$ cat src/rtl/key_rec_pkg.sv
// rtl/key_rec_pkg.sv - shared types and key code constants for the keystroke recorder
package key_rec_pkg;

    typedef enum logic [1:0] {
        REC  = 2'd0,
        RD   = 2'd1,
        OUT  = 2'd2,
        WAIT = 2'd3
    } state_t;

    localparam int CODE_SPACE     = 27;
    localparam int CODE_UNDERLINE = 28;
    localparam int CODE_UP        = 29;
    localparam int CODE_DOWN      = 30;
    localparam int CODE_LEFT      = 31;
    localparam int CODE_RIGHT     = 32;
    localparam int CODE_ENTER     = 34;

endpackage

$ cat src/rtl/key_record_buffer_if.sv
// rtl/key_record_buffer_if.sv - key input / playback output bundle of the recorder
interface key_record_buffer_if #(
    parameter int CODE_W = 6,
    parameter int DEPTH  = 64
);
    localparam int CNT_W = $clog2(DEPTH + 1);

    logic              key_valid;
    logic [CODE_W-1:0] key_code;
    logic              enter;
    logic              backspace;
    logic              clear;
    logic              loop_en;
    logic              play_valid;
    logic [CODE_W-1:0] play_code;
    logic [CNT_W-1:0]  count;
    logic              full;
    logic              empty;
    logic              overflow;
    logic              playing;
    logic              done;

    modport master (
        output key_valid, key_code, enter, backspace, clear, loop_en,
        input  play_valid, play_code, count, full, empty, overflow, playing, done
    );

    modport slave (
        input  key_valid, key_code, enter, backspace, clear, loop_en,
        output play_valid, play_code, count, full, empty, overflow, playing, done
    );

endinterface

$ cat src/rtl/key_rec_ram.sv
// rtl/key_rec_ram.sv - single-port code store, synchronous write and read
module key_rec_ram #(
    parameter int CODE_W = 6,
    parameter int DEPTH  = 64
) (
    input  logic                     clk_22,
    input  logic                     we_i,
    input  logic                     re_i,
    input  logic [$clog2(DEPTH)-1:0] addr_i,
    input  logic [CODE_W-1:0]        wdata_i,
    output logic [CODE_W-1:0]        rdata_o
);

    logic [CODE_W-1:0] mem_q [DEPTH];
    logic [CODE_W-1:0] rdata_q;

    // Read data holds between reads so it stays stable through OUT.
    always_ff @(posedge clk_22) begin
        if (we_i) begin
            mem_q[addr_i] <= wdata_i;
        end else if (re_i) begin
            rdata_q <= mem_q[addr_i];
        end
    end

    assign rdata_o = rdata_q;

endmodule

$ cat src/rtl/key_record_buffer.sv
// rtl/key_record_buffer.sv - keystroke recorder with paced, loopable, abortable playback
module key_record_buffer
    import key_rec_pkg::*;
#(
    parameter int CODE_W = 6,
    parameter int DEPTH  = 64,
    parameter int GAP    = 3
) (
    input  logic               clk_22,
    input  logic               rst,
    key_record_buffer_if.slave bus
);

    localparam int CNT_W = $clog2(DEPTH + 1);
    localparam int PTR_W = $clog2(DEPTH);
    localparam int GAP_W = (GAP > 1) ? $clog2(GAP) : 1;
    localparam logic [GAP_W-1:0] GAP_LOAD = GAP_W'((GAP > 0) ? GAP - 1 : 0);

    state_t            state_q, state_d;
    logic [CNT_W-1:0]  count_q, count_d;
    logic [PTR_W-1:0]  rd_ptr_q, rd_ptr_d;
    logic [GAP_W-1:0]  gap_q, gap_d;
    logic              overflow_q, overflow_d;
    logic              done_q, done_d;

    logic              full;
    logic              empty;
    logic              advance;
    logic              ram_we;
    logic              ram_re;
    logic [PTR_W-1:0]  ram_addr;
    logic [CODE_W-1:0] ram_rdata;

    assign full  = (count_q == CNT_W'(DEPTH));
    assign empty = (count_q == '0);

    // count doubles as the write pointer: the next free slot is mem[count].
    assign ram_addr = ram_we ? count_q[PTR_W-1:0] : rd_ptr_q;

    key_rec_ram #(
        .CODE_W(CODE_W),
        .DEPTH (DEPTH)
    ) u_ram (
        .clk_22 (clk_22),
        .we_i   (ram_we),
        .re_i   (ram_re),
        .addr_i (ram_addr),
        .wdata_i(bus.key_code),
        .rdata_o(ram_rdata)
    );

    always_ff @(posedge clk_22) begin
        if (rst) begin
            state_q    <= REC;
            count_q    <= '0;
            rd_ptr_q   <= '0;
            gap_q      <= '0;
            overflow_q <= 1'b0;
            done_q     <= 1'b0;
        end else begin
            state_q    <= state_d;
            count_q    <= count_d;
            rd_ptr_q   <= rd_ptr_d;
            gap_q      <= gap_d;
            overflow_q <= overflow_d;
            done_q     <= done_d;
        end
    end

    always_comb begin
        state_d    = state_q;
        count_d    = count_q;
        rd_ptr_d   = rd_ptr_q;
        gap_d      = gap_q;
        overflow_d = overflow_q;
        done_d     = 1'b0;
        ram_we     = 1'b0;
        ram_re     = 1'b0;
        advance    = 1'b0;

        unique case (state_q)
            REC: begin
                if (bus.clear) begin
                    count_d    = '0;
                    overflow_d = 1'b0;
                end else if (bus.backspace) begin
                    if (!empty) begin
                        count_d = count_q - CNT_W'(1);
                    end
                end else if (bus.key_valid) begin
                    if (!full) begin
                        ram_we  = 1'b1;
                        count_d = count_q + CNT_W'(1);
                    end else begin
                        overflow_d = 1'b1;
                    end
                end else if (bus.enter && !empty) begin
                    rd_ptr_d = '0;
                    state_d  = RD;
                end
            end
            RD: begin
                ram_re  = 1'b1;
                state_d = OUT;
            end
            OUT: begin
                if (GAP > 0) begin
                    gap_d   = GAP_LOAD;
                    state_d = WAIT;
                end else begin
                    advance = 1'b1;
                end
            end
            WAIT: begin
                if (gap_q == '0) begin
                    advance = 1'b1;
                end else begin
                    gap_d = gap_q - GAP_W'(1);
                end
            end
            default: state_d = REC;
        endcase

        if (advance) begin
            if (CNT_W'(rd_ptr_q) + CNT_W'(1) < count_q) begin
                rd_ptr_d = rd_ptr_q + PTR_W'(1);
                state_d  = RD;
            end else if (bus.loop_en) begin
                rd_ptr_d = '0;
                state_d  = RD;
            end else begin
                done_d     = 1'b1;
                count_d    = '0;
                overflow_d = 1'b0;
                state_d    = REC;
            end
        end

        // An abort overrides any advance decision taken in the same cycle.
        if (state_q != REC && (bus.enter || bus.clear)) begin
            state_d    = REC;
            count_d    = '0;
            overflow_d = 1'b0;
            done_d     = 1'b0;
        end
    end

    assign bus.play_valid = (state_q == OUT);
    assign bus.play_code  = (state_q == OUT) ? ram_rdata : '0;
    assign bus.count      = count_q;
    assign bus.full       = full;
    assign bus.empty      = empty;
    assign bus.overflow   = overflow_q;
    assign bus.playing    = (state_q != REC);
    assign bus.done       = done_q;

endmodule

$ cat src/flat_wrapper.sv
// flat-port wrapper written by rule: the top's interface ports become plain ports
module key_record_buffer_flat import key_rec_pkg::*;
#(
    parameter int CODE_W = 6,
    parameter int DEPTH  = 64,
    parameter int GAP    = 3
)
  (clk_22, rst, bus_key_valid, bus_key_code, bus_enter, bus_backspace, bus_clear, bus_loop_en, bus_play_valid, bus_play_code, bus_count, bus_full, bus_empty, bus_overflow, bus_playing, bus_done);
  key_record_buffer_if #(.CODE_W(CODE_W), .DEPTH(DEPTH)) bus_i ();
  input  logic clk_22;
  input  logic rst;
  input wire logic [$bits(bus_i.key_valid)-1:0] bus_key_valid;
  input wire logic [$bits(bus_i.key_code)-1:0] bus_key_code;
  input wire logic [$bits(bus_i.enter)-1:0] bus_enter;
  input wire logic [$bits(bus_i.backspace)-1:0] bus_backspace;
  input wire logic [$bits(bus_i.clear)-1:0] bus_clear;
  input wire logic [$bits(bus_i.loop_en)-1:0] bus_loop_en;
  output wire logic [$bits(bus_i.play_valid)-1:0] bus_play_valid;
  output wire logic [$bits(bus_i.play_code)-1:0] bus_play_code;
  output wire logic [$bits(bus_i.count)-1:0] bus_count;
  output wire logic [$bits(bus_i.full)-1:0] bus_full;
  output wire logic [$bits(bus_i.empty)-1:0] bus_empty;
  output wire logic [$bits(bus_i.overflow)-1:0] bus_overflow;
  output wire logic [$bits(bus_i.playing)-1:0] bus_playing;
  output wire logic [$bits(bus_i.done)-1:0] bus_done;
  assign bus_i.key_valid = bus_key_valid;
  assign bus_i.key_code = bus_key_code;
  assign bus_i.enter = bus_enter;
  assign bus_i.backspace = bus_backspace;
  assign bus_i.clear = bus_clear;
  assign bus_i.loop_en = bus_loop_en;
  assign bus_play_valid = bus_i.play_valid;
  assign bus_play_code = bus_i.play_code;
  assign bus_count = bus_i.count;
  assign bus_full = bus_i.full;
  assign bus_empty = bus_i.empty;
  assign bus_overflow = bus_i.overflow;
  assign bus_playing = bus_i.playing;
  assign bus_done = bus_i.done;
  key_record_buffer #(.CODE_W(CODE_W), .DEPTH(DEPTH), .GAP(GAP)) u_core (.clk_22(clk_22), .rst(rst), .bus(bus_i));
endmodule
$ cat config.mk
export PLATFORM = sky130hd
export DESIGN_NAME = key_record_buffer_flat
export DESIGN_NICKNAME = d
export VERILOG_FILES = /design/src/rtl/key_rec_pkg.sv /design/src/rtl/key_record_buffer_if.sv /design/src/rtl/key_rec_ram.sv /design/src/rtl/key_record_buffer.sv /design/src/flat_wrapper.sv
export SDC_FILE = /design/constraint.sdc
export NUM_CORES = 1
export LEC_CHECK = 0
export BUFFER_PORTS_ARGS = -buffer_cell sky130_fd_sc_hd__buf_2
export CAP_MARGIN = 15
export CORE_UTILIZATION = 30
export CTS_CLUSTER_SIZE = 30
export DETAILED_ROUTE_END_ITERATION = 10
export GPL_TIMING_DRIVEN = 1
export SETUP_SLACK_MARGIN = 0.5
export SYNTH_ARGS = -nofsm -noshare
export SYNTH_HDL_FRONTEND = slang
export SYNTH_HIERARCHICAL = 1
export SYNTH_SLANG_ARGS = --single-unit
$ cat constraint.sdc
create_clock -name clk_22 -period 7.81 [get_ports clk_22]
set_clock_uncertainty 0.05 [all_clocks]
set_input_delay 1.1715 -clock clk_22 [delete_from_list [all_inputs] [get_ports clk_22]]
set_output_delay 1.1715 -clock clk_22 [all_outputs]
set_load 0.05 [all_outputs]
==> results.md <==
- Status: complete, no violations
- Leakage: ~6 nW
- Buf/Inv on CP: 2
- Cell Area, Synth: 16,980 um^2
- Die X: 239.9 um
- Post-DP Area: 17,840 um^2
- Ys Warns: 6
- CTS Buf Count: between 40 and 50
- Post-synthesis cell type count: just under 80
- Most common cell in the netlist: edfxtp_1
- Crit path time final: about 5000 ps
- Root buf cell: clkbuf_16
- # rows: 86
- DIE AREA: 57,570 um^2
- Worst Setup Start Kind: flop
- Yosys reg bits: 409
- Hold crit path type: reg2reg
- Detailed Place HPWL: 26.58 mm
- Syn Area/Cell: around 15 um^2
- Critical path required time: 8060 ps
- Post-synthesis async set-or-reset flop share: 0
- Wire per inst: 23.09 um
- CTS max path bufs: 3
- I/O pin count: 32
- Core Footprint: around 56,000 um^2
- CTS Sinks: 409
- P per Cell Area: around 240 nW/um^2
- Max-Cap Viols: 0
- Cell taking the most area after synthesis: edfxtp_1
- Seq/Total Area, Yosys: 0.7119
- Post-synth EDFFs: 390
- Vias in the first global route: 10,080
- Fin. Hold Viols: 0
- CTS Hold Bufs: 0
- CP endpoint kind: flop
- First-pass GRT wire length: 64.96 mm
- GR Overflow Total: 0
- Slowest CP cell: mux2_4
- P&R area growth vs syn: 13.14%
- Final WL: 43.79 mm
- Data arrival time of the worst path: 5380 ps
- TritonCTS clock tree: done
- Fin crit share: 0.6569
- Setup Buffers After CTS: 0
- RSZ-0062 raised after global routing: no
- Crit-path max FO: between 60 and 70
- Synth top area share: 0.6896
- Die Ht: 239.9 um
- Total Neg Setup Slack: 0 ps
- Post-synth top cells: edfxtp_1 (390), nor2_1 (100), nand2_1 (45)
- Final Net Count: 1,144
- Syn nets: 1,125
- Fin area: roughly 19,000 um^2
- H-Tree Depth: 2
- Clock edge transition at the registers on the reported setup and hold paths: 60 ps
- Max IR drop VDD: 0.0001701 V
- PostCTS Resize Cnt: 0
- Antenna-violating nets left: 0
- Largest cells by area after synthesis: edfxtp_1 (69%), mux4_2 (2.4%), dfxtp_1 (2.2%), nor2_1 (2.2%), mux2i_1 (2.0%)
- Iteration-0 DRC Markers: 1,222
- Slew Limit Fails: 0
- Share of cells above drive strength 1: 0.1526
- Worst-margin pin slew: about 1000 ps
- Gr usage total: 0.1515
- Routability cong.: 0.8548
- CP top delay family: simple AND/OR/NAND/NOR gates
- Max Clk Rate: just under 200 MHz
- Worst-Skew Late Latency: 570 ps
- Top FF cell, synth: edfxtp_1
- Vias post-DR: between 10,000 and 15,000
- Vias per cell: 5.318
- Final setup viols: 0
- Port bufs: 31
- Pin count of the biggest net entering global routing: 65
- Post-synthesis cell count: 1,096
- Critical path class: reg2reg
- Crit-path max cell delay: between 700 and 800 ps
- Slew margin rel.: 0.3352
- Initial Utilization: 0.3059
- Initial antenna violation count: 3
- Worst path cell trace: inv_1 -> ha_1 -> nor2b_1 -> nand2_1 -> nor2_4 -> mux2_4 -> buf_12 -> mux4_2 -> mux2i_1 -> o22a_1 -> o221ai_1 -> or4_1
- DR pass1 iterations: 5
- Drt drc: 0
[stage by stage]
stage                 util  std cells  power [W]  hold WS, ps  setup slack (ps)
finish              0.3461       1896   0.004663        442.4              2680
global placement    0.3213       1819   0.002710        418.9              2546
floorplan                -       1096   0.002620        405.7              3643
global route        0.3460       1895   0.004792        464.7              2450
detailed placement  0.3213       1819   0.002714        444.4              2480
CTS                 0.3460       1895   0.004692        453.9              2752
[metal layers]
layer	vias up	global-route usage	routed length [um]
met5	-	0	7
met4	2	0.04343	974
met3	71	0.04156	4157
met2	458	0.2410	20290
met1	5128	0.2019	18360
li1	4423	-	-
[worst min-delay path, cell delays in order, from the launching register on]
cell and delay, ps:
dfxtp_1 300, inv_1 60, a221oi_1 70
[worst paths after layout]
kind	start	to	slack, ps	cells past startpoint
worst max register to register	u_core/state_q[1]	u_core/u_ram/rdata_o[1]	2680	12
worst min-delay path	u_core/gap_q[1]	u_core/gap_q[1]	440	2
worst max-delay path	u_core/state_q[1]	u_core/u_ram/rdata_o[1]	2680	12
worst min register to register	u_core/gap_q[1]	u_core/gap_q[1]	440	2
[cell type report]
cell class                 count  area, um^2
sequential                   409       12090
antenna                        1       2.502
timing repair buffer          48       307.8
multi-input combinational    597        4439
tap                          748       935.9
inverter                      17       63.81
clock buffer                  54        1117
fill                        5302       36310
clock inverter                22       256.5
[power breakdown]
| part | internal (W) | switching (W) |
|---|---|---|
| clock | 0.00115 | 0.000839 |
| sequential | 0.00241 | 0.0000150 |
| combinational | 0.0000742 | 0.000174 |
| total | 0.00364 | 0.00103 |
[cells by family (layout without fill, tap and decap cells)]
kind of cell,Yosys count,after routing,share of synthesized area
DFF,409,409,0.7119
AOI/OAI and AO/OA,259,259,0.1151
and+or+nand+nor,236,236,0.06645
buffers and inverters,90,141,0.02822
muxes,83,83,0.06490
adders and majority gates,16,16,0.01179
xor gates and xnor gates,3,3,0.001547
other,0,1,0
[cell usage in the layout (no fill, tap or decap), types with 7 or more instances in the layout]
master       n
buf_4       15
inv_1       15
o21ai_0     26
nor3_1       8
dfxtp_1     19
nand2_1     45
and2_1      10
nand3_1     15
buf_2       31
a22o_1      15
mux4_2      18
edfxtp_1   390
a221o_1     11
mux2_2      22
a221oi_1    38
clkbuf_16   43
o22ai_1     17
nor2_1     100
nand2b_1     7
a21oi_1     34
nor2b_1     11
clkbuf_1    11
ha_1        16
o211ai_1     9
clkinv_1     8
mux2i_1     34
a22oi_1     44
a211oi_1    13
[sequential cells by signal (all words and copies together), names as in the netlist]
register / flops
u_core/gap_q: 2
u_core/bus.done: 1
u_core/bus.overflow: 1
u_core/u_ram/rdata_o: 6
u_core/state_q: 2
u_core/bus.count: 7
u_core/u_ram/mem_q: 384
u_core/rd_ptr_q: 6
Note: power is estimated with default switching activity, not from simulation.
